==> src/rtl/dm_responder_pkg.sv <==
// Shared access-width codes and MMIO window constants for the data-memory responder.
package dm_responder_pkg;

    typedef enum logic [2:0] {
        DM_WORD              = 3'b000,
        DM_HALFWORD          = 3'b001,
        DM_HALFWORD_UNSIGNED = 3'b010,
        DM_BYTE              = 3'b011,
        DM_BYTE_UNSIGNED     = 3'b100
    } dm_type_e;

    localparam logic [23:0] MMIO_BASE    = 24'hFFFFFF;
    // MMIO register word offsets within the window (Addr_in[7:2])
    localparam logic [5:0]  MMIO_LED     = 6'd0;
    localparam logic [5:0]  MMIO_CYCLE   = 6'd1;
    localparam logic [5:0]  MMIO_ERRSTAT = 6'd2;
    localparam logic [5:0]  MMIO_ERRADDR = 6'd3;

endpackage

==> src/rtl/dm_lane.sv <==
// Byte-lane formatter: store byte-enables/data, load extraction with sign control,
// and misalignment detection for one 32-bit word access.
module dm_lane
    import dm_responder_pkg::*;
(
    input  logic [1:0]  addr_lo,
    input  logic [2:0]  dm_type,
    input  logic [31:0] store_data,
    input  logic [31:0] raw_word,
    output logic [3:0]  byte_en,
    output logic [31:0] write_data,
    output logic [31:0] load_data,
    output logic        misaligned
);

    logic [7:0]  sel_byte;
    logic [15:0] sel_half;

    always_comb begin
        byte_en    = 4'b0000;
        write_data = store_data;
        load_data  = raw_word;
        misaligned = 1'b0;
        sel_byte   = raw_word[{addr_lo, 3'b000} +: 8];
        sel_half   = addr_lo[1] ? raw_word[31:16] : raw_word[15:0];
        case (dm_type)
            DM_HALFWORD, DM_HALFWORD_UNSIGNED: begin
                misaligned = addr_lo[0];
                byte_en    = addr_lo[1] ? 4'b1100 : 4'b0011;
                write_data = {2{store_data[15:0]}};
                load_data  = (dm_type == DM_HALFWORD) ? {{16{sel_half[15]}}, sel_half}
                                                      : {16'h0000, sel_half};
            end
            DM_BYTE, DM_BYTE_UNSIGNED: begin
                byte_en    = 4'b0001 << addr_lo;
                write_data = {4{store_data[7:0]}};
                load_data  = (dm_type == DM_BYTE) ? {{24{sel_byte[7]}}, sel_byte}
                                                  : {24'h000000, sel_byte};
            end
            default: begin
                // undefined codes behave as full-word accesses
                misaligned = (addr_lo != 2'b00);
                byte_en    = 4'b1111;
            end
        endcase
        if (misaligned) begin
            byte_en   = 4'b0000;
            load_data = 32'h0000_0000;
        end
    end

endmodule

==> src/rtl/dm_responder.sv <==
// Memory-side responder for the single-cycle core: byte-lane RAM, LED/cycle/error
// MMIO window and sticky access-error log. Loads are combinational.
module dm_responder
    import dm_responder_pkg::*;
#(
    parameter int DEPTH_WORDS = 128
) (
    input  logic        clk,
    input  logic        reset,
    input  logic        mem_w,
    input  logic [31:0] Addr_in,
    input  logic [31:0] Data_in,
    input  logic [2:0]  dmType,
    output logic [31:0] Data_out,
    output logic [15:0] led_out,
    output logic        err
);

    localparam int AW = $clog2(DEPTH_WORDS);

    logic [31:0] ram [DEPTH_WORDS];
    logic [31:0] led_reg, led_next;
    logic [31:0] cycle_reg;
    logic        err_reg;
    logic [31:0] err_addr_reg;

    logic          in_ram, in_mmio, out_of_range;
    logic [AW-1:0] ram_idx;
    logic [5:0]    mmio_off;
    logic [31:0]   mmio_rd, raw_word;
    logic [3:0]    byte_en;
    logic [31:0]   write_data, load_data;
    logic          misaligned;
    logic          led_we, errstat_clr, access_err;

    assign in_ram       = (Addr_in[31:16] == 16'h0000) &&
                          ({18'h0, Addr_in[15:2]} < 32'(DEPTH_WORDS));
    assign in_mmio      = (Addr_in[31:8] == MMIO_BASE);
    assign out_of_range = !in_ram && !in_mmio;
    assign ram_idx      = Addr_in[AW+1:2];
    assign mmio_off     = Addr_in[7:2];

    always_comb begin
        mmio_rd = 32'h0000_0000;
        case (mmio_off)
            MMIO_LED:     mmio_rd = led_reg;
            MMIO_CYCLE:   mmio_rd = cycle_reg;
            MMIO_ERRSTAT: mmio_rd = {31'h0, err_reg};
            MMIO_ERRADDR: mmio_rd = err_addr_reg;
            default:      mmio_rd = 32'h0000_0000;
        endcase
    end

    assign raw_word = in_ram  ? ram[ram_idx] :
                      in_mmio ? mmio_rd      : 32'h0000_0000;

    dm_lane u_lane (
        .addr_lo    (Addr_in[1:0]),
        .dm_type    (dmType),
        .store_data (Data_in),
        .raw_word   (raw_word),
        .byte_en    (byte_en),
        .write_data (write_data),
        .load_data  (load_data),
        .misaligned (misaligned)
    );

    assign Data_out = load_data;

    // RAM is not reset, but a store coinciding with reset is discarded
    always_ff @(posedge clk) begin
        if (reset && mem_w && in_ram) begin
            for (int i = 0; i < 4; i++) begin
                if (byte_en[i]) ram[ram_idx][8*i +: 8] <= write_data[8*i +: 8];
            end
        end
    end

    generate
        for (genvar gi = 0; gi < 4; gi++) begin : g_led_lane
            assign led_next[8*gi +: 8] = byte_en[gi] ? write_data[8*gi +: 8]
                                                     : led_reg[8*gi +: 8];
        end
    endgenerate

    assign led_we      = mem_w && in_mmio && (mmio_off == MMIO_LED);
    assign errstat_clr = mem_w && in_mmio && (mmio_off == MMIO_ERRSTAT) && !misaligned;
    assign access_err  = misaligned || out_of_range;

    always_ff @(posedge clk or negedge reset) begin
        if (!reset) begin
            led_reg      <= 32'h0000_0000;
            cycle_reg    <= 32'h0000_0000;
            err_reg      <= 1'b0;
            err_addr_reg <= 32'h0000_0000;
        end else begin
            cycle_reg <= cycle_reg + 32'd1;
            if (led_we) led_reg <= led_next;
            // an offending access wins over a clear; only the first offender is logged
            if (access_err) begin
                err_reg <= 1'b1;
                if (!err_reg) err_addr_reg <= Addr_in;
            end else if (errstat_clr) begin
                err_reg <= 1'b0;
            end
        end
    end

    assign led_out = led_reg[15:0];
    assign err     = err_reg;

endmodule

==> config.mk <==
export PLATFORM = sky130hd
export DESIGN_NAME = dm_responder
export DESIGN_NICKNAME = d
export VERILOG_FILES = /design/src/rtl/dm_responder_pkg.sv /design/src/rtl/dm_lane.sv /design/src/rtl/dm_responder.sv
export SDC_FILE = /design/constraint.sdc
export NUM_CORES = 2
export LEC_CHECK = 0
export CAP_MARGIN = 20
export CORE_MARGIN = 3
export CORE_UTILIZATION = 45
export CTS_BUF_LIST = sky130_fd_sc_hd__clkbuf_8
export CTS_CLUSTER_DIAMETER = 120
export DETAILED_ROUTE_END_ITERATION = 7
export SLEW_MARGIN = 20
export SYNTH_ARGS = -nofsm -noshare
export SYNTH_HDL_FRONTEND = slang
export SYNTH_SLANG_ARGS = --single-unit
==> constraint.sdc <==
create_clock -name clk -period 4.3 [get_ports clk]
set_clock_uncertainty 0.05 [all_clocks]
set_input_delay 0.43 -clock clk [delete_from_list [all_inputs] [get_ports clk]]
set_output_delay 0.43 -clock clk [all_outputs]
set_load 0.1 [all_outputs]
Word-level counts from Yosys, hierarchy flattened
Memories as Yosys holds them, arrays and structs flattened.
Index checks and enable logic that the tools add are counted.
{ "word_totals": {"register_bits": 97, "latch_bits": 0, "ramBits": 4096, "mem_bits_ro": 0, "in_bits": 70, "out_inout_bits": 49, "n_memories": 1} }
{ "memory_table": {"columns": ["memory", "depth", "width", "read_ports", "rd_ports_with_merged_regs", "wr", "line", "source"], "rows": [
  ["ram", 128, 32, 1, 0, 1, "dm_responder.sv:21", "logic [31:0] ram [DEPTH_WORDS];"]
]} }
{ "op_classes": {"n_addsub": 1, "multipliers": 0, "div_mod_pow": 0, "n_lt_le_gt_ge": 1, "n_eq_ne": 8, "shift": 2, "mux": 27, "bitwise_logic": 1, "n_reduce_logical": 23} }
{ "op_table": {"columns": ["op", "count"], "rows": [
  ["$mux 32", 5],
  ["$pmux 32 s2", 2],
  ["$pmux 32 s4", 1],
  ["$add 32x1->32 const B", 1],
  ["$shiftx 32x6->8", 1],
  ["$eq 24x24->1 const B", 1],
  ["$logic_not 16->1", 1],
  ["$mux 16", 1],
  ["$lt 14x8->1 const B", 1],
  ["$mux 1", 14],
  ["$eq 6x2->1 const B", 2],
  ["$reduce_and 2->1", 5],
  ["$logic_and 1x1->1", 8],
  ["$mux 4", 2],
  ["$pmux 4 s2", 1],
  ["$eq 3x2->1 const B", 2],
  ["$eq 6x1->1 const B", 1],
  ["$logic_not 6->1", 1],
  ["$reduce_bool 2->1", 2],
  ["$reduce_or 2->1", 2],
  ["$shl 1x2->4 const A", 1],
  ["$eq 3x1->1 const B", 1],
  ["$eq 3x3->1 const B", 1],
  ["$logic_not 1->1", 3],
  ["other kinds (3)", 3]
]} }

Longest topological paths before layout
{ "depth": {"depth_word": 8, "ltp_mapped": 17, "depth_no_buf": 9} }

Cells and area by module
From an unflattened synthesis, not the netlist that was laid out.
{ "unflattened": {"cells_unflattened": 9450, "area_unflattened_um2": 167414.3} }
{ "by_module_without_submodules": {"columns": ["module", "n_inst", "cells_each", "area_each_um2", "seq_area_each_um2"], "rows": [
  ["dm_responder", 1, 9157, 165486.2, 125425.3],
  ["dm_lane", 1, 293, 1928.1, 0.0]
]} }

Worst setup path before layout
No wires, ideal clock.
{ "synth_path": {"path_type": "input-to-reg", "from": "in dmType[1]", "to": "mem ram[0][24], data pin", "arrival_time_ps": 6705, "setup_slack_ps": -3692, "path_stages": 7, "path_buffers": 2, "cell_sequence": "clkbuf_1 > nor2_1 > nand2_1 > and2_1 > clkbuf_1 > nor2_1 > a211oi_1"} }
{ "synth_via": {"elab_chain_cells": 3} }
{ "synth_lines": {"columns": ["element", "line", "source"], "rows": [
  ["from (decl)", "dm_responder.sv:13", "input logic [2:0] dmType,"],
  ["$eq 3x3->1, or another cell as far along", "dm_lane.sv:26", "case (dm_type)"],
  ["$reduce_or 2->1", "dm_lane.sv:26", null],
  ["$pmux 32 s2 (*)", "dm_lane.sv:26", null],
  ["named net u_lane.write_data[24]", "dm_lane.sv:11", "output logic [31:0] write_data,"],
  ["to (decl)", "dm_responder.sv:21", null]
]} }
The timed path passes the listed nets; every way through them passes the cells marked *.

Worst setup path after layout
{ "layout_path": {"from": "mem ram[116][31]", "to": "out Data_out[26]"} }
{ "layout_via": {"elab_chain_cells": 6} }
{ "layout_lines": {"columns": ["element", "line", "source"], "rows": [
  ["$mem_v2 128x32 (*)", null, null],
  ["$mux 32 (*)", "dm_responder.sv:54", "assign raw_word = in_ram ? ram[ram_idx] :"],
  ["$shiftx 32x6->8 / $mux 16 (equally long branches)", "dm_lane.sv:24, dm_lane.sv:25", null],
  ["$mux 32, on equally long branches", "dm_lane.sv:37, dm_lane.sv:31", null],
  ["$pmux 32 s2 (*)", "dm_lane.sv:26", null],
  ["$mux 32 (*)", "dm_lane.sv:46", "if (misaligned) begin"],
  ["to (decl)", "dm_responder.sv:14", "output logic [31:0] Data_out,"]
]} }
Every way passes the cells marked *; elsewhere a longest branch is shown, timed or not.

==> results.sh <==
export IMPL_status="finished with violations"
export IMPL_failed_checks="negative setup slack"
export IMPL_syn_avg_cell_area_sq_um=21.01
export IMPL_clock_power_share_pct=37.9
export IMPL_hold_viol=0
export IMPL_start_kind="flip-flop"
export IMPL_critPathMaxFanout=8
export IMPL_r2r_end="cycle_reg[31]$_DFF_PN0_"
export IMPL_die_area_sq_um=375300
export IMPL_cp_startpoint="ram[116][31]$_DFFE_PP_"
export IMPL_min_delay_path_depth=4
export IMPL_antenna_found_initial=49
export IMPL_die_h_um=612.6
export IMPL_fill_cells=28310
export IMPL_fin_tns_setup_ns=-18.30
export IMPL_ir_worst_vdd_uv=301.6
export IMPL_hold_path_startpoint="Addr_in[4]"
export IMPL_dpl_worst_slack_ns=-1.123
export IMPL_path_clk_slew_ns=0.06
export IMPL_async_flop_share_pct=2.313
export IMPL_crit_chain="mux2i_2 -> a221o_1 -> a22o_1 -> o31a_1 -> or4b_4 -> a221oi_4 -> buf_4 -> a22oi_2 -> buf_12 -> buf_16 -> a21oi_4 -> buf_12"
export IMPL_drtIter0Drc=13460
export IMPL_overflow=0
export IMPL_fin_crit_sh_pct=116.9
export IMPL_ys_top_cells_by_area="edfxtp_1 (74%), mux4_2 (15%), dfrtp_1 (1.5%)"
export IMPL_drcViolationCount=0
export IMPL_gp_congestion=0.9575
export IMPL_initial_core_util_pct=45.23
export IMPL_synth_main_ff_cell="edfxtp_1"
export IMPL_clock_latency_ns=1.26
export IMPL_io_pins=119
export IMPL_post_synth_top_count_cell="edfxtp_1"
export IMPL_io_buffer_count=118
export IMPL_firstDrtPassIters=8
export IMPL_area_delta_synth_final_pct=19.51
export IMPL_power_leakage_nw=65.55
export IMPL_largest_register_ffs=4096
export IMPL_drive_gt1_share_pct=36.85
export IMPL_post_route_util_pct=54.06
export IMPL_cts_sinks=4193
export IMPL_p_per_area_nw_per_um2=419.5
export IMPL_worst_slew_pin_slew_ns=1.350
export IMPL_finalMaxSlewViolations=0
export IMPL_seqCellArea_sq_um=125400
export IMPL_timing_final_ws_setup_ns=-0.7247
export IMPL_grt_pass1_wl_um=743900
export IMPL_critPathMaxStageDelay_ns=0.57
export IMPL_critical_path_class="flip-flop to output port"
export IMPL_cap_violations=0
export IMPL_r2r_cells=9
export IMPL_endpoint_kind="output port"
export IMPL_endpoint="Data_out[26]"
export IMPL_synth_cell_area_sq_um=165600
export IMPL_yosysSeqAreaShare_pct=75.74
export IMPL_vias_per_cell=6.139
export IMPL_top_register="ram"
export IMPL_swShare_pct=23.92
export IMPL_rows=222
export IMPL_synth_nets=7953
export IMPL_clockRootBuffer="clkbuf_8"
export IMPL_grt_start_max_net_pins=130
export IMPL_critical_path_slowest_cell="or4b_4"
export IMPL_fin_crit_ns=5.025
export IMPL_syn_inst=7882
export IMPL_cp_required_ns=3.82
export IMPL_switchingPower_w=0.01986
export IMPL_synth_distinct_cells=84
export IMPL_synth_warnings=0
export IMPL_die_w_um=612.6
export IMPL_setup_violations_final=32
export IMPL_hp_class="primary input to flip-flop"
export IMPL_cts_path_max_buffers=4
export IMPL_synth_edf_count=4096
export IMPL_ys_ff_latch=4193
export IMPL_grt_pass1_vias=92260
export IMPL_antenna_left=0
export IMPL_multi_input_area_sq_um=38830
export IMPL_worst_r2r_setup_slack_ns=1.87
export IMPL_rr_startpoint="cycle_reg[2]$_DFF_PN0_"
export IMPL_power_frac_seq_pct=54.7
export IMPL_power_internal_w=0.06316
export IMPL_synth_commonest_cells="edfxtp_1 (4,096), mux4_2 (1,117), nor2_1 (624), nand2_1 (464), clkbuf_1 (177)"
export IMPL_crit_top_cell="buf_12"
export IMPL_detail_route_wl_per_cell_um=35.90
export IMPL_htreeDepth=6
export IMPL_hpwlAfterDp_um=370200
export IMPL_vias=92540
export IMPL_track_usage_pct=28.70
export IMPL_synth_top_cell_by_area="edfxtp_1"
export IMPL_cts_tree="yes"
export IMPL_cp_arrival_ns=4.54
export IMPL_max_freq_mhz=199.0
export IMPL_nets=9757
export IMPL_numCtsBuffers=674
export IMPL_wirelength_um=541100
export IMPL_slew_headroom_pct=9.750
export IMPL_rsz0062_at_grt="yes"
export IMPL_core_area_sq_um=366100
export IMPL_synth_top_cell_area_share_pct=74.27
export IMPL_pwr_share_comb_pct=7.5
## worst min path at each step
stage | endpoint | slack, ns
global placement | led_reg[9]$_DFFE_PN0P_ | 0.33
floorplan | cycle_reg[0]$_DFF_PN0_ | 0.08
finish | err_addr_reg[4]$_DFFE_PN0P_ | 0.11
detailed placement | led_reg[9]$_DFFE_PN0P_ | 0.33
CTS | err_addr_reg[4]$_DFFE_PN0P_ | 0.003
global route | err_addr_reg[4]$_DFFE_PN0P_ | 0.04
## critical path: cells and delay by family, from the launching register on
family	cells	cell delay, ns
AO/OA/AOI/OAI	6	1.53
multiplexers	1	0.10
flip-flops	1	0.35
buffers and inverters	4	0.70
AND/OR/NAND/NOR	1	0.57
## per-layer routing
| layer | GRT usage, % | part of all wire (%) |
|---|---|---|
| met5 | 0.5424 | 0.11 |
| met4 | 15.17 | 6.0 |
| met3 | 7.302 | 11 |
| met2 | 42.18 | 45 |
| met1 | 39.61 | 38 |
## final cells by class
class                   instances  share of cell area [%]
clock inverters               515                   1.365
repair buffers               1615                   7.753
multi-input cells            3193                   19.62
inverters                       9                 0.02086
clock buffers                 684                   4.757
diodes                         49                 0.06196
flip-flops and latches       4193                   63.38
well taps                    4816                   3.045
## cells in the final DEF (no fill, tap or decap), types with 12 or more instances in the layout
| cell | synthesis | final |
|---|---|---|
| inv_1 | 8 | 242 |
| and3_1 | 20 | 19 |
| mux2_2 | 123 | 110 |
| buf_6 | 59 | 15 |
| nor2_1 | 624 | 615 |
| nand4_1 | 12 | 12 |
| diode_2 | 0 | 49 |
| clkbuf_8 | 0 | 684 |
| nand2_4 | 0 | 15 |
| clkinv_2 | 0 | 46 |
| inv_8 | 0 | 16 |
| dfrtp_1 | 97 | 97 |
| clkdlybuf4s50_1 | 0 | 70 |
| a32oi_1 | 73 | 61 |
| dlygate4sd3_1 | 0 | 38 |
| o21ai_0 | 75 | 58 |
| mux4_2 | 1117 | 1119 |
| nor2b_1 | 15 | 12 |
| edfxtp_1 | 4096 | 4096 |
| o22ai_1 | 50 | 40 |
| clkinvlp_4 | 0 | 17 |
| a21oi_1 | 108 | 86 |
| buf_4 | 88 | 1261 |
| clkinv_1 | 0 | 163 |
| buf_12 | 5 | 218 |
| xnor2_1 | 25 | 24 |
| mux2_4 | 0 | 14 |
| nand2_1 | 464 | 441 |
| a21oi_4 | 0 | 22 |
| nand3_1 | 53 | 46 |
| mux2i_1 | 168 | 155 |
## timing repair
item                       CTS  global route
hold buffers                39             0
hold endpoints to repair   628             0
buffers inserted             5             9
cloned                       3             0
gates resized for setup    190            52
setup endpoints to repair   32            32
pin swaps                   68            37
## power by group through the flow
stage / Clock (W) / Combinational [W] / Sequential, W
floorplan: 0 / 0.00291 / 0.0463
global placement: 0 / 0.00581 / 0.0462
detailed placement: 0 / 0.00592 / 0.0462
CTS: 0.0320 / 0.00610 / 0.0454
global route: 0.0339 / 0.00640 / 0.0454
finish: 0.0314 / 0.00620 / 0.0454
## cells by family (layout without fill, tap and decap cells)
group,after synthesis,count (layout),share of synthesized area [%]
buf+inv,496,2823,1.765
xor+xnor,35,35,0.1851
mux,1418,1418,17.17
simple gates,1279,1279,3.197
fa+ha+maj,1,1,0.007554
compound gates,460,460,1.933
other cells,0,49,0
flops,4193,4193,75.74
## metrics by stage
step,instance area (sq um),power [W],hold WS [ns],instances
after floorplan,165800,0.04922,0.08441,7882
after global placement,184000,0.05204,0.3293,13790
after detailed placement,184000,0.05216,0.3331,13790
after CTS,197500,0.08347,0.003396,15020
after global routing,197800,0.08562,0.03533,15040
final,197900,0.08302,0.1051,15070
Power figures use the tool's default switching activity.
